**config.mk**
```make
export PLATFORM = sky130hd
export DESIGN_NAME = fwd_stall_ctrl
export DESIGN_NICKNAME = d
export VERILOG_FILES = /design/src/rtl/fwd_stall_ctrl.sv
export SDC_FILE = /design/constraint.sdc
export NUM_CORES = 1
export LEC_CHECK = 0
export BUFFER_PORTS_ARGS = -buffer_cell sky130_fd_sc_hd__buf_2
export CORE_AREA = 2 2 153 155
export CTS_BUF_LIST = sky130_fd_sc_hd__clkbuf_16
export CTS_CLUSTER_DIAMETER = 50
export DETAILED_ROUTE_END_ITERATION = 6
export DIE_AREA = 0 0 155 157
export HOLD_SLACK_MARGIN = 0.02
export PLACE_DENSITY = 0.51
export REMOVE_ABC_BUFFERS = 1
export SYNTH_ARGS = -nofsm -noshare
export SYNTH_HDL_FRONTEND = slang
export SYNTH_SLANG_ARGS = --single-unit
```
**constraint.sdc**
```tcl
create_clock -name clk -period 3.8 [get_ports clk]
set_input_delay 0.38 -clock clk [delete_from_list [all_inputs] [get_ports clk]]
set_output_delay 0.38 -clock clk [all_outputs]
set_load 0.1 [all_outputs]
```
**src/rtl/fwd_stall_ctrl.sv**
```systemverilog
// Result tracking through MEM/WB, operand forwarding to D and E, hazard stall
// generation and GRF write-port drive for the five-stage MIPS pipeline.
module fwd_stall_ctrl #(
    parameter int ADDR_W = 5,
    parameter int DATA_W = 32
) (
    input  logic              clk,
    input  logic              reset,
    input  logic              ex_reg_write,
    input  logic [ADDR_W-1:0] ex_reg_addr,
    input  logic [DATA_W-1:0] ex_reg_data,
    input  logic              ex_is_load,
    input  logic [DATA_W-1:0] dm_rdata,
    input  logic [ADDR_W-1:0] d_rs_addr,
    input  logic [ADDR_W-1:0] d_rt_addr,
    input  logic [DATA_W-1:0] d_rs_grf,
    input  logic [DATA_W-1:0] d_rt_grf,
    input  logic              d_rs_use_d,
    input  logic              d_rt_use_d,
    input  logic              d_rs_use_e,
    input  logic              d_rt_use_e,
    input  logic [ADDR_W-1:0] e_rs_addr,
    input  logic [ADDR_W-1:0] e_rt_addr,
    input  logic [DATA_W-1:0] e_rs_val,
    input  logic [DATA_W-1:0] e_rt_val,
    output logic [DATA_W-1:0] d_rs_fwd,
    output logic [DATA_W-1:0] d_rt_fwd,
    output logic [DATA_W-1:0] e_rs_fwd,
    output logic [DATA_W-1:0] e_rt_fwd,
    output logic              stall,
    output logic              grf_we,
    output logic [ADDR_W-1:0] grf_waddr,
    output logic [DATA_W-1:0] grf_wdata
);

    logic              m_we;
    logic [ADDR_W-1:0] m_addr;
    logic [DATA_W-1:0] m_data;
    logic              m_load;
    logic              w_we;
    logic [ADDR_W-1:0] w_addr;
    logic [DATA_W-1:0] w_data;

    // Register $0 never counts as a producer, so a zero source never matches.
    function automatic logic hit(input logic we, input logic [ADDR_W-1:0] waddr,
                                 input logic [ADDR_W-1:0] src);
        return we && (waddr == src) && (src != '0);
    endfunction

    always_ff @(posedge clk) begin
        if (reset) begin
            m_we   <= 1'b0;
            m_addr <= '0;
            m_data <= '0;
            m_load <= 1'b0;
            w_we   <= 1'b0;
            w_addr <= '0;
            w_data <= '0;
        end else begin
            m_we   <= ex_reg_write;
            m_addr <= ex_reg_addr;
            m_data <= ex_reg_data;
            m_load <= ex_is_load;
            w_we   <= m_we;
            w_addr <= m_addr;
            w_data <= m_load ? dm_rdata : m_data;
        end
    end

    logic e_hit_rs, e_hit_rt, m_hit_rs, m_hit_rt;
    logic stall_rs, stall_rt;

    assign e_hit_rs = hit(ex_reg_write, ex_reg_addr, d_rs_addr);
    assign e_hit_rt = hit(ex_reg_write, ex_reg_addr, d_rt_addr);
    assign m_hit_rs = hit(m_we, m_addr, d_rs_addr);
    assign m_hit_rt = hit(m_we, m_addr, d_rt_addr);

    // A load in M only blocks a D-stage use; an E-stage use is served from W next cycle.
    assign stall_rs = (e_hit_rs && (d_rs_use_d || (ex_is_load && d_rs_use_e)))
                   || (m_hit_rs && m_load && d_rs_use_d);
    assign stall_rt = (e_hit_rt && (d_rt_use_d || (ex_is_load && d_rt_use_e)))
                   || (m_hit_rt && m_load && d_rt_use_d);
    assign stall    = stall_rs | stall_rt;

    always_comb begin
        d_rs_fwd = d_rs_grf;
        if (m_hit_rs && !m_load)            d_rs_fwd = m_data;
        else if (hit(w_we, w_addr, d_rs_addr)) d_rs_fwd = w_data;

        d_rt_fwd = d_rt_grf;
        if (m_hit_rt && !m_load)            d_rt_fwd = m_data;
        else if (hit(w_we, w_addr, d_rt_addr)) d_rt_fwd = w_data;

        e_rs_fwd = e_rs_val;
        if (hit(m_we, m_addr, e_rs_addr) && !m_load) e_rs_fwd = m_data;
        else if (hit(w_we, w_addr, e_rs_addr))       e_rs_fwd = w_data;

        e_rt_fwd = e_rt_val;
        if (hit(m_we, m_addr, e_rt_addr) && !m_load) e_rt_fwd = m_data;
        else if (hit(w_we, w_addr, e_rt_addr))       e_rt_fwd = w_data;
    end

    assign grf_we    = w_we && (w_addr != '0);
    assign grf_waddr = w_addr;
    assign grf_wdata = w_data;

endmodule

```
==> flow_summary.json, run 1 <==
{
  "crit_arrival_ns": 3.00,
  "io_pins": 392,
  "outcome": "completed",
  "cp_data_required_time_ns": 3.42,
  "dp.cells": 1398,
  "clkTransAtPathRegs_ns": 0.06,
  "dr.first_iter.drc_count": 357,
  "drt_wl_total_um": 25000,
  "async_reset_ff_share_pct": 0,
  "clockBufferDepth": 2,
  "hold_path.class": "in -> reg",
  "area_growth_pct": 42.3,
  "grt_max_degree": 54,
  "worstSetupStartpointType": "flip-flop",
  "ant_nets": 0,
  "grt_pass1_vias": 6102,
  "rrSetupSlack_ns": 2.46,
  "cp_slowest_cell": "or3_2",
  "synth_common_cells": "165 x nor2_1, 129 x mux2i_1, 99 x a21oi_1, 77 x dfxtp_1, 65 x nand2_1",
  "cp-end-kind": "output pin",
  "post_drt_via_cell_ratio": 4.66,
  "layout_min_cycle_time_ns": 3.38,
  "die_h_um": 157,
  "htree_levels": 3,
  "synth.top_cell.area_share_pct": 26.6,
  "die_area_um2": 24300,
  "clock_sinks": 77,
  "postCtsSetupBuffers": 0,
  "r2r_start": "m_load$_SDFF_PP0_",
  "yosysMostFrequentCell": "nor2_1",
  "firstDrtPassIters": 6,
  "grt_usage_pct": 19.4,
  "dp_hpwl_um": 19300,
  "die_w_um": 155,
  "rsz0062_at_grt": "false",
  "drv_slew": 0,
  "worstPathCellList": "xnor2_1 > o211ai_2 > or3_2 > buf_4 > mux2i_1 > a21oi_1 > buf_2",
  "timing.hold.ws_ns": 0.244,
  "fmax_mhz": 295,
  "postCtsResizedCells": 0,
  "layout_setup_ws_ns": 0.416,
  "grtUsageMet2_pct": 34.0,
  "synth_top_area_cell": "dfxtp_1",
  "grt_use_met3_pct": 3.77,
  "synthCells": 763,
  "fin_skew_ns": 0.00857,
  "use_met1_pct": 23.9,
  "initial_utilization_pct": 25.7,
  "cts_tree": "yes",
  "tns_ns": 0,
  "worst-slew-pin-transition_ns": 1.06,
  "grt_first_pass_wirelength_um": 36000,
  "drive_above_1_share_pct": 39.4,
  "dpl_cell_area_um2": 7950,
  "seq_area_frac_synth_pct": 26.6,
  "diodes": 0,
  "grt_remaining_overflow": 0,
  "synth_ff_type": "dfxtp_1",
  "dpl_worst_slack_ns": 0.591,
  "fin_util_pct": 36.6,
  "grt_most_used_layer": "met2",
  "syn_area_um2": 5790,
  "synth_warnings": 0,
  "hold_viol_final": 0,
  "worst_slew_margin_rel_pct": 29.6,
  "gp_congestion": 0.822,
  "setup-violations-final": 0,
  "vias": 6586,
  "port_buffers": 391,
  "crit_fanout": 21,
  "core.rowCount": 55,
  "wl_per_cell_um": 17.7,
  "nNetsFinal": 1349,
  "r2r-end": "grf_wdata[12]$_SDFF_PP0_",
  "insertion_delay_ns": 0.34,
  "path_class": "reg -> out",
  "leakagePower_nw": 3.90,
  "core_area_um2": 22500,
  "fillCellCount": 2418,
  "startpoint": "grf_waddr[3]$_SDFF_PP0_",
  "peakVddDrop_mv": 0.177,
  "ys_types": 27,
  "fin_area_um2": 8240,
  "drv_cap": 0,
  "period_share_pct": 89.1,
  "power_density_nw_per_um2": 367,
  "stdcell_count": 1413,
  "postSynthRegisterBits": 77,
  "avgSynthCellArea_um2": 7.59,
  "ctsHoldBuffers": 0,
  "critPathCapture": "d_rs_fwd[21]",
  "antenna_found_initial": 0,
  "slowest_delay_ns": 0.76,
  "cts_made_buffers": 9,
  "total_power_mw": 3.02,
  "synth-edff-count": 0,
  "reg2regPathDepth": 3,
  "yosys-top-cells-area": "dfxtp_1 27%, mux2i_1 22%, nor2_1 11%",
  "cts_root_buffer": "clkbuf_16",
  "drc_errors": 0
}
sequential cells by signal (all words and copies together) (netlist names):
register   cells
grf_wdata     32
m_data        32
grf_waddr      5
m_addr         5
m_load         1
m_we           1
w_we           1
layer usage:
metal  share of wire [%]  routed length [µm]  vias up
li1                    -                   -     3320
met1                  42               10400     2940
met2                  49               12300      303
met3                 7.4                1840       23
met4                 1.8                 452        0
met5                   0                   0        -
logic make-up (layout without fill, tap and decap cells):
family | after synthesis | after routing | synth area share [%]
buffers and inverters | 68 | 433 | 6.94
AND/OR/NAND/NOR | 303 | 303 | 23.7
AO/OA/AOI/OAI | 136 | 136 | 12.9
multiplexers | 129 | 129 | 22.3
XOR/XNOR | 50 | 50 | 7.56
flip-flops | 77 | 77 | 26.6
layout by cell type, fill, tap and decap left out, drive strengths merged, types with 9 or more instances in the layout:
cell type and instances:
mux2i 129, a21oi 99, xor2 12, a31oi 32
nand2 65, xnor2 38, buf 418, nor2 165
clkbuf 9, nor2b 45, dfxtp 77
cell type report:
type | count | area [µm²] | area share (%)
multi-input combinational | 618 | 3860 | 46.8
timing repair buffer | 418 | 2200 | 26.7
sequential | 77 | 1540 | 18.7
tap | 285 | 357 | 4.33
clock buffer | 9 | 225 | 2.73
clock inverter | 6 | 56.3 | 0.684
worst max-delay path, delay by kind of cell, from the launching register on:
| family | cells | cell delay, ns |
|---|---|---|
| simple gates | 1 | 0.76 |
| buf+inv | 2 | 0.76 |
| flops | 1 | 0.54 |
| compound gates | 2 | 0.28 |
| xor+xnor | 1 | 0.19 |
| mux | 1 | 0.13 |
worst min-delay path by stage:
stage                                from                       to  cells after the start  slack, ns
final                     ex_reg_data[29]    m_data[29]$_SDFF_PP0_                      2       0.24
after global routing      ex_reg_data[22]    m_data[22]$_SDFF_PP0_                      2       0.23
after CTS                 ex_reg_data[29]    m_data[29]$_SDFF_PP0_                      2       0.23
after detailed placement  m_we$_SDFF_PP0_          w_we$_SDFF_PP0_                      1       0.50
after global placement    m_we$_SDFF_PP0_          w_we$_SDFF_PP0_                      1       0.49
after floorplan                     reset  grf_waddr[0]$_SDFF_PP0_                      1       0.45
power by group:
group          total, mW  switching [mW]  internal [mW]
registers          0.928          0.0756          0.852
logic               1.26           0.981          0.274
clock network      0.839           0.340          0.499
Note: power is estimated with default switching activity, not from simulation.
==> run 2: changes to the inputs <==
ABC_AREA = 1   (was default)
CORE_AREA = 2 2 151 153   (was 2 2 153 155)
DIE_AREA = 0 0 153 155   (was 0 0 155 157)
PLACE_DENSITY = 0.62   (was 0.51)
==> flow_summary.json, run 2 <==
{
  "synthSimpleGateAreaFrac_pct": 54.5,
  "worstSetupStartpointType": "flip-flop",
  "cts_root_buffer": "clkbuf_16",
  "antenna_found_initial": 8,
  "die_h_um": 155,
  "dpl_cell_area_um2": 10600,
  "layout_min_cycle_time_ns": 3.69,
  "synth_common_cells": "524 x nand2_1, 302 x nand3_1, 227 x inv_1, 77 x dfxtp_1, 67 x nor2_1",
  "hold_path_depth": 3,
  "synth.top_cell.area_share_pct": 27.5,
  "period_share_pct": 97.2,
  "ctsHoldBuffers": 0,
  "reg2regPathDepth": 3,
  "yosys-top-cells-area": "nand2_1 28%, dfxtp_1 22%, nand3_1 21%",
  "power_frac_clock_pct": 24.3,
  "nNetsFinal": 1934,
  "syn_area_um2": 7150,
  "synth_warnings": 0,
  "insertion_delay_ns": 0.34,
  "outcome": "finished, violations left",
  "fmax_mhz": 271,
  "drive_above_1_share_pct": 26.6,
  "postCtsSetupBuffers": 0,
  "postSynthRegisterBits": 77,
  "grt_usage_pct": 29.7,
  "drv_cap": 0,
  "drc_errors": 22,
  "path_class": "reg -> out",
  "io_pins": 392,
  "cp-end-kind": "output pin",
  "cp_data_required_time_ns": 3.42,
  "cts_tree": "yes",
  "fillCellCount": 2375,
  "yosysMostFrequentCell": "nand2_1",
  "clockBufferDepth": 2,
  "die_w_um": 153,
  "ant_nets": 0,
  "comb_power_share_pct": 49.0,
  "violations": "design-rule violations",
  "core_area_um2": 22200,
  "grt_max_degree": 40,
  "htree_levels": 3,
  "setup-violations-final": 0,
  "power.switching_mw": 1.62,
  "peakVddDrop_mv": 0.190,
  "final_common_cell": "nand2_1",
  "sequentialPowerShare_pct": 26.7,
  "initial_utilization_pct": 32.2,
  "seq_area_frac_synth_pct": 21.6,
  "total_power_mw": 3.37,
  "vias": 10100,
  "ys_types": 23,
  "swShare_pct": 48.1,
  "leakagePower_nw": 6.30,
  "avgSynthCellArea_um2": 5.20,
  "synth-edff-count": 0,
  "drv_slew": 0,
  "area_growth_pct": 51.8,
  "synthCells": 1375,
  "cts_made_buffers": 9,
  "clkTransAtPathRegs_ns": 0.07,
  "rsz0062_at_grt": "false",
  "grt_pass1_vias": 10000,
  "dr.first_iter.drc_count": 851,
  "core.rowCount": 55,
  "postCtsResizedCells": 0,
  "worst_slew_margin_rel_pct": 29.9,
  "post_synth_fa_ha_maj_area_fraction_pct": 0,
  "power_density_nw_per_um2": 310,
  "clock_sinks": 77,
  "synth_xor_area_share_pct": 0.857,
  "grt_first_pass_wirelength_um": 55000,
  "drt_wl_total_um": 36800,
  "hold_viol_final": 0,
  "synth_top_family_by_area": "simple AND/OR/NAND/NOR gates",
  "layout_common_cells": "523 x nand2_1, 302 x nand3_1, 295 x buf_2",
  "synth_ff_type": "dfxtp_1",
  "dp_hpwl_um": 25700,
  "die_area_um2": 23700,
  "worst-slew-pin-transition_ns": 1.05,
  "crit_arrival_ns": 3.31,
  "synthMuxAreaShare_pct": 0,
  "gp_congestion": 0.937,
  "grt_remaining_overflow": 0,
  "wl_per_cell_um": 18.4,
  "synth_top_area_cell": "nand2_1",
  "firstDrtPassIters": 7,
  "post_drt_via_cell_ratio": 5.05,
  "crit_fanout": 33,
  "hold_path.class": "in -> reg",
  "async_reset_ff_share_pct": 0,
  "fin_skew_ns": 0.00817,
  "synth_compound_area_share_pct": 3.57,
  "port_buffers": 391,
  "p_int_mw": 1.75,
  "fin_area_um2": 10900
}
-- run 2: cell count changes after synthesis, sizes merged, moves of 45 or more --
cell / change
nand2: +464
nand3: +302
inv: +243
mux2i: -129
nor2: -88
a21oi: -59
nor2b: -45
-- run 2: area by class of cell --
class / count / area [µm²] / area share (%)
Antenna cell: 7 / 17.5 / 0.161
Clock buffer: 9 / 225 / 2.07
Clock inverter: 7 / 42.5 / 0.392
Inverter: 244 / 921 / 8.48
Multi-Input combinational cell: 974 / 4260 / 39.3
Sequential cell: 77 / 1540 / 14.2
Tap cell: 285 / 357 / 3.28
Timing Repair Buffer: 403 / 3490 / 32.1
-- run 2: worst max-delay path, cell delays in order (launching register included) --
cell and delay (ns):
dfxtp_1 0.46, nand2_1 0.08, nand2_1 0.07, nand2_1 0.08
nor2_4 0.80, nand2_2 0.77, nand2_1 0.22, nand3_1 0.09
nand2_1 0.17, buf_12 0.20
-- run 2: cell families after synthesis --
group,count (synthesis)
compound gates,50
buf+inv,324
xor+xnor,7
flops,77
simple gates,917
-- run 2: routing by layer --
layer	vias up	track usage (%)	wire [µm]
met5	-	0	0
met4	0	15.4	1630
met3	113	6.35	3690
met2	648	50.8	17200
met1	4516	35.1	14300
li1	4858	-	-
-- run 2: worst paths after layout --
check | slack (ns) | startpoint | to
setup / recovery | 0.11 | grf_waddr[4]$_SDFF_PP0_ | d_rt_fwd[4]
hold / removal | 0.24 | ex_reg_data[17] | m_data[17]$_SDFF_PP0_
setup reg to reg | 2.64 | m_load$_SDFF_PP0_ | grf_wdata[6]$_SDFF_PP0_
hold reg to reg | 0.52 | m_data[5]$_SDFF_PP0_ | grf_wdata[5]$_SDFF_PP0_
-- run 2: power by group through the flow --
stage,Sequential [mW],Combinational (mW),Clock (mW)
2_1_floorplan,1.06,0.897,0
3_3_place_gp,0.914,1.64,0
3_5_place_dp,0.916,1.64,0
4_1_cts,0.897,1.65,0.840
5_1_grt,0.904,1.72,0.868
6_report,0.899,1.65,0.817
-- run 2: metrics by stage --
step	setup WS [ns]	hold slack, ns	utilization, %	std cells	TNS [ns]
2_1_floorplan	-0.00560	0.449	-	1295	-0.179
3_3_place_gp	0.368	0.504	47.5	1983	0
3_5_place_dp	0.333	0.504	47.5	1983	0
4_1_cts	0.0613	0.216	48.7	1999	0
5_1_grt	0.0122	0.237	48.8	2005	0
6_report	0.106	0.236	48.8	2006	0
==> run 3: changes to the inputs <==
BUFFER_PORTS_ARGS = default   (was -buffer_cell sky130_fd_sc_hd__buf_2)
DONT_BUFFER_PORTS = 1   (was default)
PLACE_DENSITY = 0.47   (was 0.62)
==> flow_summary.json, run 3 (synthesis gave the netlist of run 2 again) <==
{
  "seqCellArea_um2": 1540,
  "drc_errors": 0,
  "post_drt_via_cell_ratio": 5.30,
  "peakVddDrop_mv": 0.200,
  "die_w_um": 153,
  "worstPathCellList": "clkinv_4 > nand2_2 > o21bai_1 > nor2_2 > nand3_2 > nand3_1 > nand2_1 > buf_12",
  "layout_setup_ws_ns": 0.637,
  "vias": 9386,
  "fin_util_pct": 46.2,
  "crit_fanout": 35,
  "worst-slew-pin-transition_ns": 1.00,
  "firstDrtPassIters": 7,
  "total_power_mw": 3.30,
  "fin_area_um2": 10300,
  "die_h_um": 155,
  "power_density_nw_per_um2": 322,
  "core_area_um2": 22200,
  "crit_arrival_ns": 2.78,
  "fillCellCount": 2373,
  "grt_remaining_overflow": 0,
  "initial_utilization_pct": 32.2,
  "hold_viol_final": 0,
  "antenna_found_initial": 0,
  "gp_congestion": 0.913,
  "dp_hpwl_um": 24700,
  "dpl_worst_slack_ns": 1.05,
  "dr.first_iter.drc_count": 823,
  "fmax_mhz": 316,
  "slowest_delay_ns": 0.76,
  "cp_data_required_time_ns": 3.42,
  "ant_nets": 0,
  "path_class": "reg -> out",
  "core.rowCount": 55,
  "cts_root_buffer": "clkbuf_16",
  "clkTransAtPathRegs_ns": 0.06,
  "htree_levels": 3,
  "hold_path.class": "in -> reg",
  "leakagePower_nw": 5.58,
  "period_share_pct": 83.2,
  "drive_above_1_share_pct": 15.3,
  "cts_made_buffers": 9,
  "worst_slew_margin_rel_pct": 32.9,
  "port_buffers": 0,
  "setup-violations-final": 0,
  "critPathBufInv": 2,
  "critPathTopFamily": "simple AND/OR/NAND/NOR gates",
  "ctsHoldBuffers": 0,
  "worstSetupStartpointType": "flip-flop",
  "insertion_delay_ns": 0.35,
  "drv_slew": 0,
  "area_growth_pct": 43.6,
  "drt_wl_total_um": 36500,
  "cp-end-kind": "output pin",
  "nNetsFinal": 1709,
  "layout_common_cells": "523 x nand2_1, 302 x nand3_1, 229 x inv_1",
  "multi_input_area_um2": 4260,
  "wl_per_cell_um": 20.6,
  "fin_skew_ns": 0.00996,
  "diodes": 0,
  "clock_sinks": 77,
  "io_pins": 392,
  "grt_usage_pct": 29.9,
  "drv_cap": 0,
  "outcome": "completed",
  "grt_pass1_vias": 9296,
  "grt_first_pass_wirelength_um": 54700,
  "final_common_cell": "nand2_1",
  "layout_min_cycle_time_ns": 3.16,
  "dpl_cell_area_um2": 10000,
  "rsz0062_at_grt": "false",
  "postCtsSetupBuffers": 0,
  "clockBufferDepth": 2,
  "timing.hold.ws_ns": 0.0893,
  "postCtsResizedCells": 0,
  "cp_slowest_cell": "nand3_2",
  "die_area_um2": 23700,
  "grt_max_degree": 78,
  "cts_tree": "yes"
}
run 3: cell types whose count changed in the layout (fill, tap and decap cells not counted), sizes merged:
cell / delta
buf: -225
clkinv: -2
clkinvlp: -2
diode: -7
inv: +2
run 3: through the flow:
| stage | TNS (ns) | cells |
|---|---|---|
| 2_1_floorplan | -0.179 | 1295 |
| 3_3_place_gp | 0 | 1758 |
| 3_5_place_dp | 0 | 1758 |
| 4_1_cts | 0 | 1772 |
| 5_1_grt | 0 | 1772 |
| 6_report | 0 | 1772 |
run 3: report_power, final:
| part | switching (mW) | internal [mW] | total (mW) |
|---|---|---|---|
| clock | 0.368 | 0.428 | 0.796 |
| sequential | 0.0471 | 0.851 | 0.898 |
| combinational | 1.15 | 0.459 | 1.61 |
| total | 1.56 | 1.74 | 3.30 |
run 3: final cells by class:
type,instances,share of cell area [%]
Multi-Input combinational cell,974,41.5
Clock inverter,5,0.219
Timing Repair Buffer,178,28.6
Clock buffer,9,2.19
Inverter,244,8.97
Tap cell,285,3.47
Sequential cell,77,15.0
run 3: metal layers:
metal / GRT usage [%] / wire, µm / vias to the layer above
li1: - / - / 4405
met1: 35.4 / 13800 / 4259
met2: 50.5 / 17300 / 622
met3: 6.91 / 3710 / 100
met4: 15.4 / 1620 / 0
met5: 0 / 0 / -
run 3: path summary, 6_finish.rpt:
kind	startpoint	endpoint	slack, ns	depth (start not counted)
max reg2reg	m_load$_SDFF_PP0_	grf_wdata[1]$_SDFF_PP0_	2.62	3
max	m_load$_SDFF_PP0_	e_rt_fwd[1]	0.64	8
min reg2reg	m_we$_SDFF_PP0_	w_we$_SDFF_PP0_	0.51	2
min	reset	m_load$_SDFF_PP0_	0.09	1
